### src/rtl/seg_scan_driver.sv
// Multiplexed 7-segment scan driver: double-buffered BCD digits, active-low outputs,
// one dead-time clock per slot. Define LEADING_ZERO_BLANK_EN to blank leading zeros.
module seg_scan_driver #(
  parameter int NDIG     = 4,
  parameter int SCAN_DIV = 50000
) (
  input  logic                clk,
  input  logic                rst,
  input  logic                en,
  input  logic                ld,
  input  logic [4*NDIG-1:0]   bcd,
  input  logic [NDIG-1:0]     dp,
  output logic [6:0]          seg,
  output logic                dp_n,
  output logic [NDIG-1:0]     an,
  output logic                frame
);

  localparam int DW = $clog2(SCAN_DIV);
  localparam int IW = $clog2(NDIG);
  localparam logic [DW-1:0] DIV_LAST = DW'(SCAN_DIV - 1);
  localparam logic [IW-1:0] IDX_LAST = IW'(NDIG - 1);

  logic [DW-1:0]     div_q;
  logic [IW-1:0]     idx_q;
  logic [4*NDIG-1:0] shadow_bcd, act_bcd;
  logic [NDIG-1:0]   shadow_dp, act_dp;
  logic              slot_end, frame_end;

  assign slot_end  = en && (div_q == DIV_LAST);
  assign frame_end = slot_end && (idx_q == IDX_LAST);

  always_ff @(posedge clk or posedge rst) begin
    if (rst) begin
      div_q <= '0;
      idx_q <= '0;
    end else if (en) begin
      div_q <= slot_end ? '0 : div_q + DW'(1);
      if (slot_end)
        idx_q <= (idx_q == IDX_LAST) ? '0 : idx_q + IW'(1);
    end
  end

  // A load on the boundary cycle bypasses the shadow so it shows in the very next frame.
  always_ff @(posedge clk or posedge rst) begin
    if (rst) begin
      shadow_bcd <= '0;
      shadow_dp  <= '0;
      act_bcd    <= '0;
      act_dp     <= '0;
    end else begin
      if (ld) begin
        shadow_bcd <= bcd;
        shadow_dp  <= dp;
      end
      if (frame_end) begin
        act_bcd <= ld ? bcd : shadow_bcd;
        act_dp  <= ld ? dp  : shadow_dp;
      end
    end
  end

  function automatic logic [6:0] seg_decode(input logic [3:0] d);
    case (d)
      4'd0:    seg_decode = 7'b1000000;
      4'd1:    seg_decode = 7'b1111001;
      4'd2:    seg_decode = 7'b0100100;
      4'd3:    seg_decode = 7'b0110000;
      4'd4:    seg_decode = 7'b0011001;
      4'd5:    seg_decode = 7'b0010010;
      4'd6:    seg_decode = 7'b0000010;
      4'd7:    seg_decode = 7'b1111000;
      4'd8:    seg_decode = 7'b0000000;
      4'd9:    seg_decode = 7'b0010000;
      default: seg_decode = 7'b1111111;
    endcase
  endfunction

  logic [3:0]      cur_digit;
  logic            cur_dp;
  logic            cur_blank;
  logic [NDIG-1:0] sel;
  logic [NDIG-1:0] upper_zero;

  always_comb begin
    cur_digit  = '0;
    cur_dp     = 1'b0;
    cur_blank  = 1'b0;
    sel        = '0;
    upper_zero = '0;
`ifdef LEADING_ZERO_BLANK_EN
    // upper_zero[k]: digits k..NDIG-1 are all zero
    upper_zero[NDIG-1] = (act_bcd[4*(NDIG-1) +: 4] == 4'd0);
    for (int k = NDIG - 2; k >= 0; k--)
      upper_zero[k] = upper_zero[k+1] && (act_bcd[4*k +: 4] == 4'd0);
`endif
    for (int k = 0; k < NDIG; k++) begin
      if (idx_q == IW'(k)) begin
        sel[k]    = 1'b1;
        cur_digit = act_bcd[4*k +: 4];
        cur_dp    = act_dp[k];
        cur_blank = (k > 0) && upper_zero[k];
      end
    end
  end

  logic [6:0]      seg_d;
  logic            dp_n_d;
  logic [NDIG-1:0] an_d;
  logic            frame_d;

  always_comb begin
    seg_d   = '1;
    dp_n_d  = 1'b1;
    an_d    = '1;
    frame_d = 1'b0;
    if (en) begin
      if (div_q == '0) begin
        frame_d = (idx_q == '0);
      end else begin
        an_d   = ~sel;
        seg_d  = cur_blank ? 7'b1111111 : seg_decode(cur_digit);
        dp_n_d = ~cur_dp;
      end
    end
  end

  always_ff @(posedge clk or posedge rst) begin
    if (rst) begin
      seg   <= '1;
      dp_n  <= 1'b1;
      an    <= '1;
      frame <= 1'b0;
    end else begin
      seg   <= seg_d;
      dp_n  <= dp_n_d;
      an    <= an_d;
      frame <= frame_d;
    end
  end

endmodule

### config.mk
export PLATFORM = sky130hd
export DESIGN_NAME = seg_scan_driver
export DESIGN_NICKNAME = d
export VERILOG_FILES = /design/src/rtl/seg_scan_driver.sv
export SDC_FILE = /design/constraint.sdc
export NUM_CORES = 1
export LEC_CHECK = 0
export CORE_UTILIZATION = 33
export DETAILED_ROUTE_END_ITERATION = 8
export REMOVE_ABC_BUFFERS = 1
export SLEW_MARGIN = 10
export SYNTH_ARGS = -nofsm -noshare
export SYNTH_HDL_FRONTEND = slang
export SYNTH_SLANG_ARGS = --single-unit
export TNS_END_PERCENT = 100
### constraint.sdc
create_clock -name clk -period 2.16 [get_ports clk]
set_input_delay 0.432 -clock clk [delete_from_list [all_inputs] [get_ports clk]]
set_output_delay 0.432 -clock clk [all_outputs]
set_load 0.1 [all_outputs]
## Word level (Yosys, flattened, before mapping)

Memories as Yosys holds them, arrays and structs flattened.
Cells that the tools add are included.

| storage, ports and cells | value |
|---|---|
| register bits | 71 |
| bits in read-only memories | 112 |
| bits of input ports | 24 |
| output and inout port bits | 13 |
| logic and storage cells | 48 |
| memories | 1 |

| cells by class | value |
|---|---|
| add/subtract/negate cells | 2 |
| equal/unequal tests | 4 |
| muxes and demuxes | 24 |
| bitwise gates (word level) | 2 |
| reductions and logical operators | 5 |

Memory list:

| name | words | width | read ports | clocked after Yosys merged registers in | wr ports | line | source |
|---|---|---|---|---|---|---|---|
| (no name shown) | 16 | 7 | 1 | 0 | 0 | 64 | `case (d)` |

Operators with widths:

| kind | count |
|---|---|
| 2-to-1 mux 16 bit | 2 |
| 2-to-1 mux 4 bit | 7 |
| adder 16 x 1 -> 16 bit (second input constant) | 1 |
| == test 16 bit (second input constant) | 1 |
| logical NOT 16 bit | 1 |
| 2-to-1 mux 7 bit | 2 |
| 2-to-1 mux 1 bit | 12 |
| == test 2 bit (second input constant) | 2 |
| inverter 4 bit | 1 |
| adder 2 x 1 -> 2 bit (second input constant) | 1 |
| == test 2 x 1 -> 1 bit (second input constant) | 1 |
| logical AND 1 bit | 2 |
| logical NOT 2 bit | 1 |
| 2-to-1 mux 2 bit | 1 |
| AND reduction 2 bit | 1 |
| inverter 1 bit | 1 |

## Logic depth before layout (Yosys ltp)

Gate-level depths: netlist of the first run.

| logic depth | value |
|---|---|
| depth in word-level cells | 8 |
| gate-level depth with buffers | 9 |
| gate-level depth less buffers | 9 |

## Least setup slack after synthesis of the first run

No wires, ideal clock.

| timing | value |
|---|---|
| kind | reg-to-reg |
| from | register idx_q[1] |
| to | register seg[3] |
| library setup time | 0.066 ns |
| arrival time | 1.931 ns |
| required time | 2.094 ns |
| setup slack | 0.163 ns |
| cell stages (with the launch flop) | 9 |
| buffers on the path | 1 |
| clock period less this slack | 1.997 ns |
| cell sequence | dfrtp_1 > inv_1 > ha_1 > clkbuf_1 > nand2_1 > a31oi_1 > ha_1 > a21oi_1 > nand3b_1 |

| between the ends | value |
|---|---|
| word-level cells in the longest chain between the ends | 8 |
| elaborated cells on any way between the ends | 11 |
| classes of those cells | eq/ne (3); mux (6); reduce/logical (1); memory (1) |

Ends and longest elaborated chain:

| element | line | source |
|---|---|---|
| from (decl) | 25 | `logic [IW-1:0] idx_q;` |
| from (signal assigned) | 40 | `idx_q <= (idx_q == IDX_LAST) ? '0 : idx_q + IW'(1);` |
| logical NOT 2 bit | 98 | `if (idx_q == IW'(k)) begin` |
| 2-to-1 mux 4 bit (3 in series) | 98 |  |
| 2-to-1 mux 4 bit (*) | 98 |  |
| memory read (16 x 7 bit) (*) | -- |  |
| 2-to-1 mux 7 bit (*) | 118 | `if (div_q == '0) begin` |
| 2-to-1 mux 7 bit (*) | 117 | `if (en) begin` |
| net seg_d[3] | 107 | `logic [6:0] seg_d;` |
| to (signal assigned) | 135 | `seg <= seg_d;` |
| to (decl) | 13 | `output logic [6:0] seg,` |

The timed path passes the listed nets; every way through them passes the cells marked *.
A chain may end at the register's enable or synchronous reset.

## Worst setup path in the final report of the first run

| timing | value |
|---|---|
| from | register div_q[4] |
| to | register act_dp[3] |

| between the ends | value |
|---|---|
| word-level cells in the longest chain between the ends | 3 |

Ends and longest elaborated chain:

| element | line | source |
|---|---|---|
| from (decl) | 24 | `logic [DW-1:0] div_q;` |
| from (signal assigned) | 38 | `div_q <= slot_end ? '0 : div_q + DW'(1);` |
| == test 16 bit | 30 | `assign slot_end = en && (div_q == DIV_LAST);` |
| logical AND 1 bit | 30 |  |
| logical AND 1 bit | 31 | `assign frame_end = slot_end && (idx_q == IDX_LAST);` |
| to (signal assigned) | 58 | `act_dp <= ld ? dp : shadow_dp;` |
| to (decl) | 27 | `logic [NDIG-1:0] shadow_dp, act_dp;` |

No other way between the ends.

==> summary.md, run 1 <==
| Metric | Value |
|---|---|
| Nets | roughly 350 |
| Sequential-to-total area share from yosys stat | 0.560 |
| Final Cell Area | 4070 um^2 |
| VDD IR max | roughly 250 uV |
| Antenna Cells | 0 |
| Ports | 37 |
| RSZ-0062 raised after global routing | no |
| Crit path time final | 2.07 ns |
| Detailed Route WL | approximately 6000 um |
| TritonCTS clock tree | built |
| Core Area | roughly 9300 um^2 |
| Initial Util | 0.343 |
| Vias per cell | around 4.6 |
| Chip Width | 100 um |
| Root Driver | clkbuf_8 |
| Async set or reset register ratio after synthesis | 1.00 |
| Period utilization | 0.957 |
| Initial antenna violation count | 0 |
| Pre-CTS setup slack | 0.0586 ns |
| Post-synth cell types | 40 |
| GRT Resource Usage Total | 0.132 |
| Vias in the first global route | just over 2,000 |
| Max Fclk | 0.484 GHz |
| Pre-antenna DRT Iters | 4 |
| YS warnings | 0 |
| Vias | between 2,000 and 2,500 |
| Worst rel slew slack | 0.682 |
| Final setup fails | 0 |
| Final setup skew | 0.0102 ns |
| Worst Path Class, Setup | flip-flop to flip-flop |
| Crit path arrival time | roughly 2.3 ns |
| Pwr/cell area | 780 nW/um^2 |
| Power, Total | 3170 uW |
| Die height | 100 um |
| Crit-path max FO | 20 |
| Clk_lat worst skew | 0.35 ns |
| CTS Sinks | roughly 70 |
| Startpoint types | flip-flop |
| Die area | 10,100 um^2 |
| Cell Area, Placed | 3820 um^2 |
| P&R area growth vs syn | 27.3% |
| Commonest non-fill, non-tap cell in the layout | dfrtp_1 |
| Routed WL per cell | 13.4 um |
| Synth Flop Type | dfrtp_1 |
| Hold Path Class | primary input to async pin |
| First-pass GRT wire length | just over 10,000 um |
| Mapped Cells | about 260 |
| IO Port Bufs | 36 |
| Share of cells above drive strength 1 | 0.342 |
| PnR worst setup slack | between 0.09 and 0.1 ns |
| Worst slew pin tran | roughly 0.47 ns |
| Util after Layout | 0.436 |
| Grt ovf | 0 |
| Final slew viol count | 0 |
| Number of synthesized flops with an enable pin | 0 |
| Worst Path Required | 2.40 ns |
| Commonest non-fill, non-tap cells in the layout | 59 x dfrtp_1, 29 x buf_4, 24 x nand2_1 |
| Antenna viol nets, final | 0 |
| H-tree level count | 3 |
| Setup crit end kind | flip-flop |
| DR iter-0 viols | between 100 and 150 |
| Run status | finished, final reports clean |
| Largest net degree at the start of global routing | 43 |
| Final hold violations | 0 |
| CTS Buf Count | 9 |
| Row Count | 35 |
| Synthesized area per cell | around 12 um^2 |
| Number of fill cells in the layout | 841 |
| Max clock buf depth | 2 |
| RD Place Congestion | 0.827 |
| CTS clk-pin slew, worst paths | 0.08 ns |
| DP Wirelength | between 4000 and 5000 um |
| # DRC | 0 |
| Maxcap violations | 0 |
| Post-Syn Area | between 3000 and 4000 um^2 |
| Pleak | between 0.0015 and 0.002 uW |
| Yosys reg bits | a little over 70 |
through the flow:
stage	instances	setup TNS [ns]	hold slack, ns
floorplan	248	-18.10	0.458
global placement	432	0	0.485
detailed placement	432	0	0.488
CTS	448	0	0.347
global route	448	0	0.365
finish	448	0	0.345
kinds of logic after synthesis:
group	after synthesis	share of synthesized area
XOR/XNOR	15	0.0411
AND/OR/NAND/NOR	77	0.124
adder cells (fa/ha/maj)	7	0.0274
buffers and inverters	17	0.0250
flip-flops	71	0.560
AO/OA/AOI/OAI	28	0.0555
multiplexers	41	0.167
path summary, 6_finish.rpt:
| kind | startpoint | to | slack (ns) | cells past startpoint |
|---|---|---|---|---|
| hold reg to reg | div_q[10] | div_q[10] | 0.50 | 1 |
| hold / removal | rst | div_q[3] | 0.34 | 2 |
| setup reg to reg | div_q[4] | act_dp[3] | 0.09 | 5 |
| min in group clk | div_q[10] | div_q[10] | 0.50 | 1 |
| setup / recovery | div_q[4] | act_dp[3] | 0.09 | 5 |
| max in group asynchronous | rst | seg[1] | 1.23 | 3 |
synthesized netlist by cell type, types with 4 or more instances:
library cell | n | area, um^2
a21oi_1 | 6 | 30.0
clkbuf_1 | 5 | 18.8
dfrtp_1 | 59 | 1480
dfstp_2 | 12 | 315
ha_1 | 7 | 87.6
inv_1 | 9 | 33.8
mux2_2 | 20 | 225
mux2_4 | 20 | 300
nand2_1 | 24 | 90.1
nand3_1 | 7 | 35.0
nand3b_1 | 6 | 45.0
nand4_1 | 4 | 25.0
nor2_1 | 18 | 67.6
nor3_1 | 4 | 20.0
o21ai_0 | 8 | 40.0
xnor2_1 | 10 | 87.6
xor2_1 | 5 | 43.8
area by class of cell:
class                           count  area (um^2)  share of cell area
Tap cell                          129          161              0.0396
Sequential cell                    71         1790               0.440
Timing Repair Buffer               55          508               0.125
Multi-Input combinational cell    168         1340               0.329
Clock buffer                       10          128              0.0313
Inverter                            9         33.8             0.00830
Clock inverter                      6          109              0.0267
flip-flops by register name, summed over array words and instances (netlist names):
name,flops
act_dp,4
frame,1
act_bcd,16
shadow_bcd,16
div_q,16
an,4
dp_n,1
idx_q,2
shadow_dp,4
seg,7
worst max-delay path, cell delays in order (launching register included):
cell     delay (ns)
dfrtp_1        0.38
or4_4          0.55
nor4_2         0.30
nand4_1        0.18
buf_12         0.22
mux2_4         0.31
where the power goes:
group	total [uW]	internal, uW	switching, uW
combinational	404	200	204
clock	1270	765	504
sequential	1500	1430	67.7
total	3170	2400	776
layer usage:
metal / routed length, um / global-route usage / up-vias
li1: - / - / 1013
met1: 2900 / 0.180 / 1005
met2: 2770 / 0.196 / 46
met3: 247 / 0.0277 / 9
met4: 89 / 0.0736 / 0
met5: 0 / 0 / -
what timing repair did:
item | CTS | global route
endpoints found under the setup margin | 0 | 5
hold buffers | 0 | 0
gates resized for setup | 0 | 3
hold endpoints to repair | 0 | 0
buffers inserted | 0 | 0
(Power assumes the default switching activity.)
==> run 2: changes to the inputs <==
- clock period: 2.16 -> 2.6 ns (I/O delays scaled with it)
==> run 2 against run 1 <==
Compared with the run above: critical path depth rose by 3; clock power fell by 39%; first-iteration DRC count fell by 55%; sequential power is 16% lower; largest power group unchanged.
==> summary.md, run 2 (synthesized netlist as in run 1, its figures left out) <==
| Metric | Value |
|---|---|
| Nets | 334 (-3.2%) |
| Top Metal Used | met4 |
| GRT Resource Usage Total | 0.131 (-0.000682) |
| IO Port Bufs | 36 (unchanged) |
| Maxcap violations | 0 (unchanged) |
| CTS clk-pin slew, worst paths | 0.07 ns (about the same) |
| H-tree level count | 3 (unchanged) |
| Metal3 WL | 157 um (-36%) |
| TritonCTS clock tree | built |
| Vias | 2,028 (-2.2%) |
| Finished Layout Cells | 437 (-2.5%) |
| Pre-antenna DRT Iters | 4 (unchanged) |
| Routed WL per cell | 13.2 um (-1.7%) |
| Postcts setup bufs | 0 (unchanged) |
| Largest net degree at the start of global routing | 72 (+67%) |
| Pleak | 0.00175 uW (-5.8%) |
| Period utilization | 0.864 (-0.0926) |
| Worst Path Required | 2.88 ns (+0.48 ns) |
| Buf/Inv on CP | 1 (unchanged) |
| Number of fill cells in the layout | 867 (+3.1%) |
| Crit path time final | 2.25 ns (+0.180 ns) |
| VDD IR max | 210 uV (-17%) |
| Vias per cell | 4.64 (+0.29%) |
| Crit path max-delay family | compound AO/OA/AOI/OAI gates |
| Share of cells above drive strength 1 | 0.308 (-0.0333) |
| Multi-input logic area | 1330 um^2 (-0.93%) |
| Antenna Cells | 0 (unchanged) |
| Die height | 100 um (unchanged) |
| Initial Util | 0.343 (unchanged) |
| Power, Total | 2330 uW (-27%) |
| M1 WL | 2920 um (+0.65%) |
| Crit path arrival time | 2.53 ns (+0.23 ns) |
| Final setup skew | 0.00876 ns (-0.00143 ns) |
| Worst Path Class, Setup | flip-flop to flip-flop |
| CP Cell Sequence | inv_1, ha_1, or3b_1, o21ai_0, a31oi_1, ha_1, a21oi_1, nand3b_1 |
| Clk_lat worst skew | 0.35 ns (about the same) |
| Detailed Route WL | 5760 um (-4.1%) |
| Slowest stage cell, crit path | a31oi_1 |
| Chip Width | 100 um (unchanged) |
| Largest stage delay on the critical path | 0.58 ns (+0.03 ns) |
| P&R area growth vs syn | 21.6% |
| Run status | finished, final reports clean |
| Root Driver | clkbuf_8 |
| Core Area | 9330 um^2 (unchanged) |
| Cells after DPL | 421 (-2.5%) |
| RD Place Congestion | 0.863 (+4.3%) |
| Routed length on met2 | 2540 um (-8.3%) |
| Pwr/cell area | 599 nW/um^2 (-23%) |
| Final setup fails | 0 (unchanged) |
| Hold Path Class | flip-flop to flip-flop |
| Grt ovf | 0 (unchanged) |
| DR iter-0 viols | 52 (-55%) |
| Final hold violations | 0 (unchanged) |
| Row Count | 35 (unchanged) |
| Setup_tns | 0 ns (unchanged) |
| DP Wirelength | 4110 um (-5.4%) |
| Initial antenna violation count | 0 (unchanged) |
| Post-cts resize count | 0 (unchanged) |
| Vias in the first global route | 2,074 (+0.097%) |
| Setup crit end kind | flip-flop |
| Startpoint types | flip-flop |
| Most frequent CP cell | ha_1 |
| # DRC | 0 (unchanged) |
| First-pass GRT wire length | 10,100 um (-0.95%) |
| Final slew viol count | 0 (unchanged) |
| Register Area | 1790 um^2 (unchanged) |
| CTS Hold Buffers Added | 0 (unchanged) |
| Ports | 37 (unchanged) |
| CTS Sinks | 71 (unchanged) |
| Commonest non-fill, non-tap cell in the layout | dfrtp_1 |
| Worst slew pin tran | 0.762 ns (+0.288 ns) |
| Max Fclk | 0.445 GHz (-8.0%) |
| CTS Buf Count | 9 (unchanged) |
| Commonest non-fill, non-tap cells in the layout | 59 x dfrtp_1, 24 x nand2_1, 23 x clkdlybuf4s50_1 |
| RSZ-0062 raised after global routing | no |
| Top flop regs | act_bcd x16, div_q x16, shadow_bcd x16 |
| Die area | 10,100 um^2 (unchanged) |
| Antenna viol nets, final | 0 (unchanged) |
| Worst rel slew slack | 0.489 (-0.193) |
| Crit-path max FO | 9 (-55%) |
| Max clock buf depth | 2 (unchanged) |
## run 2: cell types whose count changed in the layout (fill, tap and decap cells not counted), moves of 2 or more
cell / delta
bufinv_16: -3
buf_12: -2
clkinvlp_4: +2
buf_4: -9
## run 2: stage by stage
step                      hold slack, ns   util  worst slack [ns]  cell area [um^2]
after CTS                          0.508  0.417             0.362              3890
after detailed placement           0.488  0.398             0.241              3710
after global routing               0.513  0.417             0.155              3890
after floorplan                    0.458      -            -0.283              3150
final                              0.500  0.417             0.353              3890
after global placement             0.484  0.398             0.339              3710
## run 2: cell type report
cell class	count	area share
Clock buffer	11	0.0363
Sequential cell	71	0.461
Clock inverter	5	0.00868
Multi-Input combinational cell	168	0.341
Timing Repair Buffer	44	0.103
Tap cell	129	0.0415
Inverter	9	0.00868
## run 2: worst paths after layout
| check | from | endpoint | slack (ns) | cells past startpoint |
|---|---|---|---|---|
| hold reg to reg | shadow_bcd[1] | shadow_bcd[1] | 0.50 | 1 |
| setup reg to reg | idx_q[0] | seg[3] | 0.35 | 8 |
| max in group asynchronous | rst | seg[4] | 1.71 | 3 |
| min in group asynchronous | rst | div_q[1] | 0.57 | 3 |
| setup / recovery | idx_q[0] | seg[3] | 0.35 | 8 |
| hold / removal | shadow_bcd[1] | shadow_bcd[1] | 0.50 | 1 |
## run 2: layer usage
layer  vias to the layer above  global-route usage
li1                        986                   -
met2                        35               0.189
met1                       995               0.186
met3                        12              0.0222
met4                         0              0.0769
met5                         -                   0
## run 2: power breakdown
group / leakage, uW / internal (uW) / switching, uW
logic: 0.000791 / 143 / 153
registers: 0.000877 / 1190 / 68.4
clock network: 0.0000853 / 370 / 404
==> run 3: changes to the inputs <==
- SETUP_SLACK_MARGIN: default -> 0.2
==> run 3 against run 2 <==
Compared with the run above: clock power about the same; flip-flop and latch count unchanged; via count down 0.15%; maximum frequency up 4.6%; cell count unchanged; global-route usage unchanged; sequential power about the same; largest power group unchanged; critical path depth down 3; combinational power about the same; worst hold slack better by 0.00084 ns; first-iteration DRC count down 9.6%.
==> summary.md, run 3 (synthesized netlist as in run 1, its figures left out) <==
| Metric | Value |
|---|---|
| Setup_tns | 0 ns (unchanged) |
| Setup crit end kind | flip-flop |
| Crit-path max FO | 20 (+11) |
| DP Wirelength | 4110 um (unchanged) |
| Initial Util | 0.343 (unchanged) |
| Die height | 100 um (unchanged) |
| Final slew viol count | 0 (unchanged) |
| Vias in the first global route | 2,074 (unchanged) |
| Run status | finished, final reports clean |
| Startpoint types | flip-flop |
| Chip Width | 100 um (unchanged) |
| Routed WL per cell | 13.2 um (-0.10%) |
| GRT Resource Usage Total | 0.131 (unchanged) |
| Period utilization | 0.826 (-0.0380) |
| VDD IR max | 210 uV (about the same) |
| P&R area growth vs syn | 21.8% |
| Worst rel slew slack | 0.625 (+0.136) |
| First-pass GRT wire length | 10,100 um (unchanged) |
| Worst Path Class, Setup | flip-flop to flip-flop |
| TritonCTS clock tree | built |
| Initial antenna violation count | 0 (unchanged) |
| Die area | 10,100 um^2 (unchanged) |
| Antenna Cells | 0 (unchanged) |
| CTS clk-pin slew, worst paths | 0.07 ns (about the same) |
| Grt ovf | 0 (unchanged) |
| Pwr/cell area | 598 nW/um^2 (-0.17%) |
| Number of fill cells in the layout | 866 (-0.12%) |
| Final setup fails | 0 (unchanged) |
| CTS Sinks | 71 (unchanged) |
| Vias per cell | 4.63 (-0.15%) |
| Vias | 2,025 (-0.15%) |
| Pleak | 0.00175 uW (about the same) |
| CTS Hold Buffers Added | 0 (unchanged) |
| Worst slew pin tran | 0.557 ns (-0.205 ns) |
| Root Driver | clkbuf_8 |
| RD Place Congestion | 0.863 (unchanged) |
| Share of cells above drive strength 1 | 0.312 (+0.00325) |
| Top flop regs | act_bcd x16, div_q x16, shadow_bcd x16 |
| Crit path arrival time | 2.38 ns (-0.15 ns) |
| Worst Reg-to-Reg Cells | 5 (-3) |
| Clk_lat worst skew | 0.35 ns (about the same) |
| Max clock buf depth | 2 (unchanged) |
| Power, Total | 2330 uW (about the same) |
| Crit path time final | 2.15 ns (-0.0988 ns) |
| Worst Hold Depth | 1 (unchanged) |
| IO Port Bufs | 36 (unchanged) |
| Maxcap violations | 0 (unchanged) |
| Final hold violations | 0 (unchanged) |
| Core Area | 9330 um^2 (unchanged) |
| Pre-antenna DRT Iters | 4 (unchanged) |
| Util after Layout | 0.418 (+0.000670) |
| Largest net degree at the start of global routing | 72 (unchanged) |
| Max Fclk | 0.465 GHz (+4.6%) |
| Antenna viol nets, final | 0 (unchanged) |
| Row Count | 35 (unchanged) |
| Ports | 37 (unchanged) |
| Detailed Route WL | 5750 um (-0.10%) |
| Worst Path Required | 2.83 ns (-0.05 ns) |
| # DRC | 0 (unchanged) |
| CTS Buf Count | 9 (unchanged) |
| H-tree level count | 3 (unchanged) |
| Commonest non-fill, non-tap cells in the layout | 59 x dfrtp_1, 24 x nand2_1, 23 x clkdlybuf4s50_1 |
| DR iter-0 viols | 47 (-9.6%) |
| Hold Path Class | flip-flop to flip-flop |
| Commonest non-fill, non-tap cell in the layout | dfrtp_1 |
| RSZ-0062 raised after global routing | no |
| Final setup skew | 0.00875 ns (-0.00000858 ns) |
| Nets | 334 (unchanged) |
==> run 3: cell type report <==
class	instances	area, um^2	share of cell area
multi-input combinational	168	1330	0.342
sequential	71	1790	0.460
tap	129	161	0.0414
clock buffer	11	141	0.0363
clock inverter	5	33.8	0.00867
timing repair buffer	44	400	0.103
inverter	9	33.8	0.00867
==> run 3: critical path, stage by stage, from the launching register on <==
cell,delay [ns]
dfrtp_1,0.43
or4_4,0.57
nor4_2,0.28
nand4_1,0.12
buf_4,0.27
mux2_4,0.33
==> run 3: routing by layer <==
layer,GRT usage,up-vias,part of all wire
met1,0.186,992,0.51
met2,0.189,35,0.44
li1,-,986,-
met5,0,-,0
met4,0.0769,0,0.025
met3,0.0222,12,0.027
==> run 3: path summary, 6_finish.rpt <==
kind / startpoint / endpoint / slack [ns]
max: div_q[4] / act_bcd[11] / 0.45
max in group asynchronous: rst / seg[4] / 1.71
max reg2reg: div_q[4] / act_bcd[11] / 0.45
min in group asynchronous: rst / div_q[1] / 0.56
min: shadow_dp[3] / shadow_dp[3] / 0.50
min reg2reg: shadow_dp[3] / shadow_dp[3] / 0.50
==> run 3: repair_timing <==
action,CTS,global route
gates resized for setup,0,1
setup buffers,0,0
endpoints found under the setup margin,0,3
==> run 3: power breakdown <==
part / total (uW) / leakage [uW] / switching (uW) / internal, uW
logic: 296 / 0.000791 / 153 / 143
registers: 1260 / 0.000877 / 68.4 / 1190
clock network: 773 / 0.0000853 / 403 / 370
==> run 3: metrics by stage <==
stage                     area [um^2]  instances  worst slack, ns  hold slack [ns]
final                            3900        437            0.452            0.501
after global routing             3900        437            0.239            0.513
after CTS                        3890        437            0.362            0.508
after detailed placement         3710        421            0.241            0.488
after global placement           3710        421            0.339            0.484
after floorplan                  3150        248           -0.283            0.458
==> edit, RTL diff (config.mk and constraints of run 1) <==
Add a define of `LEADING_ZERO_BLANK_EN`.
--- a/src/rtl/seg_scan_driver.sv
+++ b/src/rtl/seg_scan_driver.sv
@@ -1,5 +1,7 @@
 // Multiplexed 7-segment scan driver: double-buffered BCD digits, active-low outputs,
 // one dead-time clock per slot. Define LEADING_ZERO_BLANK_EN to blank leading zeros.
+`define LEADING_ZERO_BLANK_EN
+
 module seg_scan_driver #(
   parameter int NDIG     = 4,
   parameter int SCAN_DIV = 50000
Function: same outputs for any inputs over 10 cycles, from zero or initial values and one cycle with rst high; that may be too few to reach the edited logic, so the function may still have changed.
==> edit against run 1 <==
- area after synthesis increased by 5.7%
- cell area is 1.8% higher
- sequential cell count is the same
- wire length rose by 6.3%
- power shrank 6.7%
- synthesized cell count grew 2.3%
- cell count increased by 0.22%
- worst setup slack gained 0.025 ns
- utilization decreased by 1.6 points
==> edit: results <==
set metrics [dict create \
    dr.pass1.iters 4 \
    yosysUniqueCellTypes 50 \
    cts.path.max_buffers 2 \
    numCtsBuffers 9 \
    num_vias 2184 \
    grt_pass1_wl_um 10700 \
    post-place-ws_ns 0.0236 \
    ir_drop_uv 327 \
    post-route-min-period_ns 2.04 \
    reg_top3 "act_bcd (16), div_q (16), shadow_bcd (16)" \
    synth_adder_area_share_pct 2.59 \
    grt_use_total_pct 13.4 \
    synth_mux_area_share_pct 16.5 \
    yosys-top-cells-count "59 x dfrtp_1, 22 x mux2_2, 20 x mux2_4" \
    antenna_found_initial 0 \
    routedWlPerCell_um 14.2 \
    grt_start_max_net_pins 30 \
    nFillCells 926 \
    synth-xor-area-share_pct 3.11 \
    htree_levels 3 \
    p_leak_nw 1.87 \
    dp_hpwl_um 4620 \
    max_slew_margin_pct 70.6 \
    grt_pass1_vias 2198 \
    clk_root_buffer_cell "clkbuf_8" \
    clk_pin_slew_ns 0.08 \
    synth_warnings 0 \
    synth_top_cell_by_area "dfrtp_1" \
    clk_latency_ns 0.34 \
    antennaDiodeCount 0 \
    skew_ns 0.00822 \
    cts_setup_buffers 0 \
    drive_gt1_share_pct 34.8 \
    status "finished, final reports clean" \
    synth_compound_area_share_pct 6.99 \
    portBuffers 36 \
    dr.first_iter.drc_count 115 \
    ys_seq_area_share_pct 53.0 \
    nets 342 \
    postSynth.asyncResetShare_pct 100 \
    post_dp_cell_area_um2 3920 \
    cp.arrival_ns 2.29 \
    synthTopCellsByArea "dfrtp_1 44%, dfstp_2 9.3%, mux2_4 8.9%, mux2_2 7.3%, ha_1 2.6%" \
    worst_hold_path_type "input port to asynchronous set/reset pin" \
    cp_max_fo 7 \
    gp_congestion 0.864 \
]
==> edit: cell count changes in the layout (fill, tap and decap cells not counted), moves of 3 or more <==
cell	delta
nand2_1	-10
buf_4	-7
nand4_1	+6
nor2_1	-6
a211oi_1	+4
nor3b_1	+4
a21oi_1	-3
a221o_1	+3
clkbuf_8	+3
inv_1	+3
nor2b_1	+3
xnor2_1	-3
==> edit: logic make-up after synthesis <==
kind of cell	count (synthesis)
AOI/OAI and AO/OA	32
and+or+nand+nor	74
adders and majority gates	7
buffers and inverters	23
DFF	71
muxes	43
xor gates and xnor gates	12
==> edit: power by group <==
group          total [mW]  switching (mW)  internal (mW)
clock network        1.12           0.489          0.630
registers            1.52          0.0920           1.42
logic               0.326           0.171          0.154
==> edit: what timing repair did <==
action / CTS / global route
hold endpoints to repair: 0 / 0
resized for setup: 0 / 3
setup endpoints to repair: 0 / 7
==> edit: layout make-up <==
| class | instances | area, um2 | area share [%] |
|---|---|---|---|
| clock buffers | 12 | 165 | 3.98 |
| clock inverters | 4 | 51.3 | 1.24 |
| inverters | 12 | 45.0 | 1.09 |
| multi-input cells | 168 | 1450 | 35.0 |
| flip-flops and latches | 71 | 1790 | 43.2 |
| well taps | 133 | 166 | 4.01 |
| repair buffers | 49 | 475 | 11.5 |
==> edit: final timing paths <==
kind | end | slack, ns | depth (start not counted) | from
max | seg[1] | 0.12 | 8 | idx_q[0]
min | div_q[2] | 0.39 | 2 | rst
max reg2reg | seg[1] | 0.12 | 8 | idx_q[0]
min reg2reg | shadow_dp[0] | 0.50 | 1 | shadow_dp[0]
max in group asynchronous | an[3] | 1.21 | 3 | rst
min in group clk | shadow_dp[0] | 0.50 | 1 | shadow_dp[0]
==> edit: critical path, cell delays in order (launching register included) <==
cell and delay [ns]:
dfrtp_1 0.43, inv_1 0.10, ha_1 0.31, nand3b_1 0.11
a221o_1 0.39, inv_1 0.12, ha_1 0.25, a21oi_1 0.15
o21ai_0 0.10
==> edit: metrics by stage <==
stage / cells / power (mW)
finish: 449 / 2.96
CTS: 449 / 2.99
global placement: 433 / 1.86
floorplan: 251 / 1.74
detailed placement: 433 / 1.87
global route: 449 / 3.10
==> edit: per-layer routing <==
| layer | up-vias | wire [um] | track usage [%] |
|---|---|---|---|
| met5 | - | 0 | 0 |
| met4 | 0 | 170 | 6.39 |
| met3 | 17 | 213 | 3.36 |
| met2 | 52 | 3060 | 21.7 |
| met1 | 1073 | 2940 | 16.8 |
| li1 | 1042 | - | - |
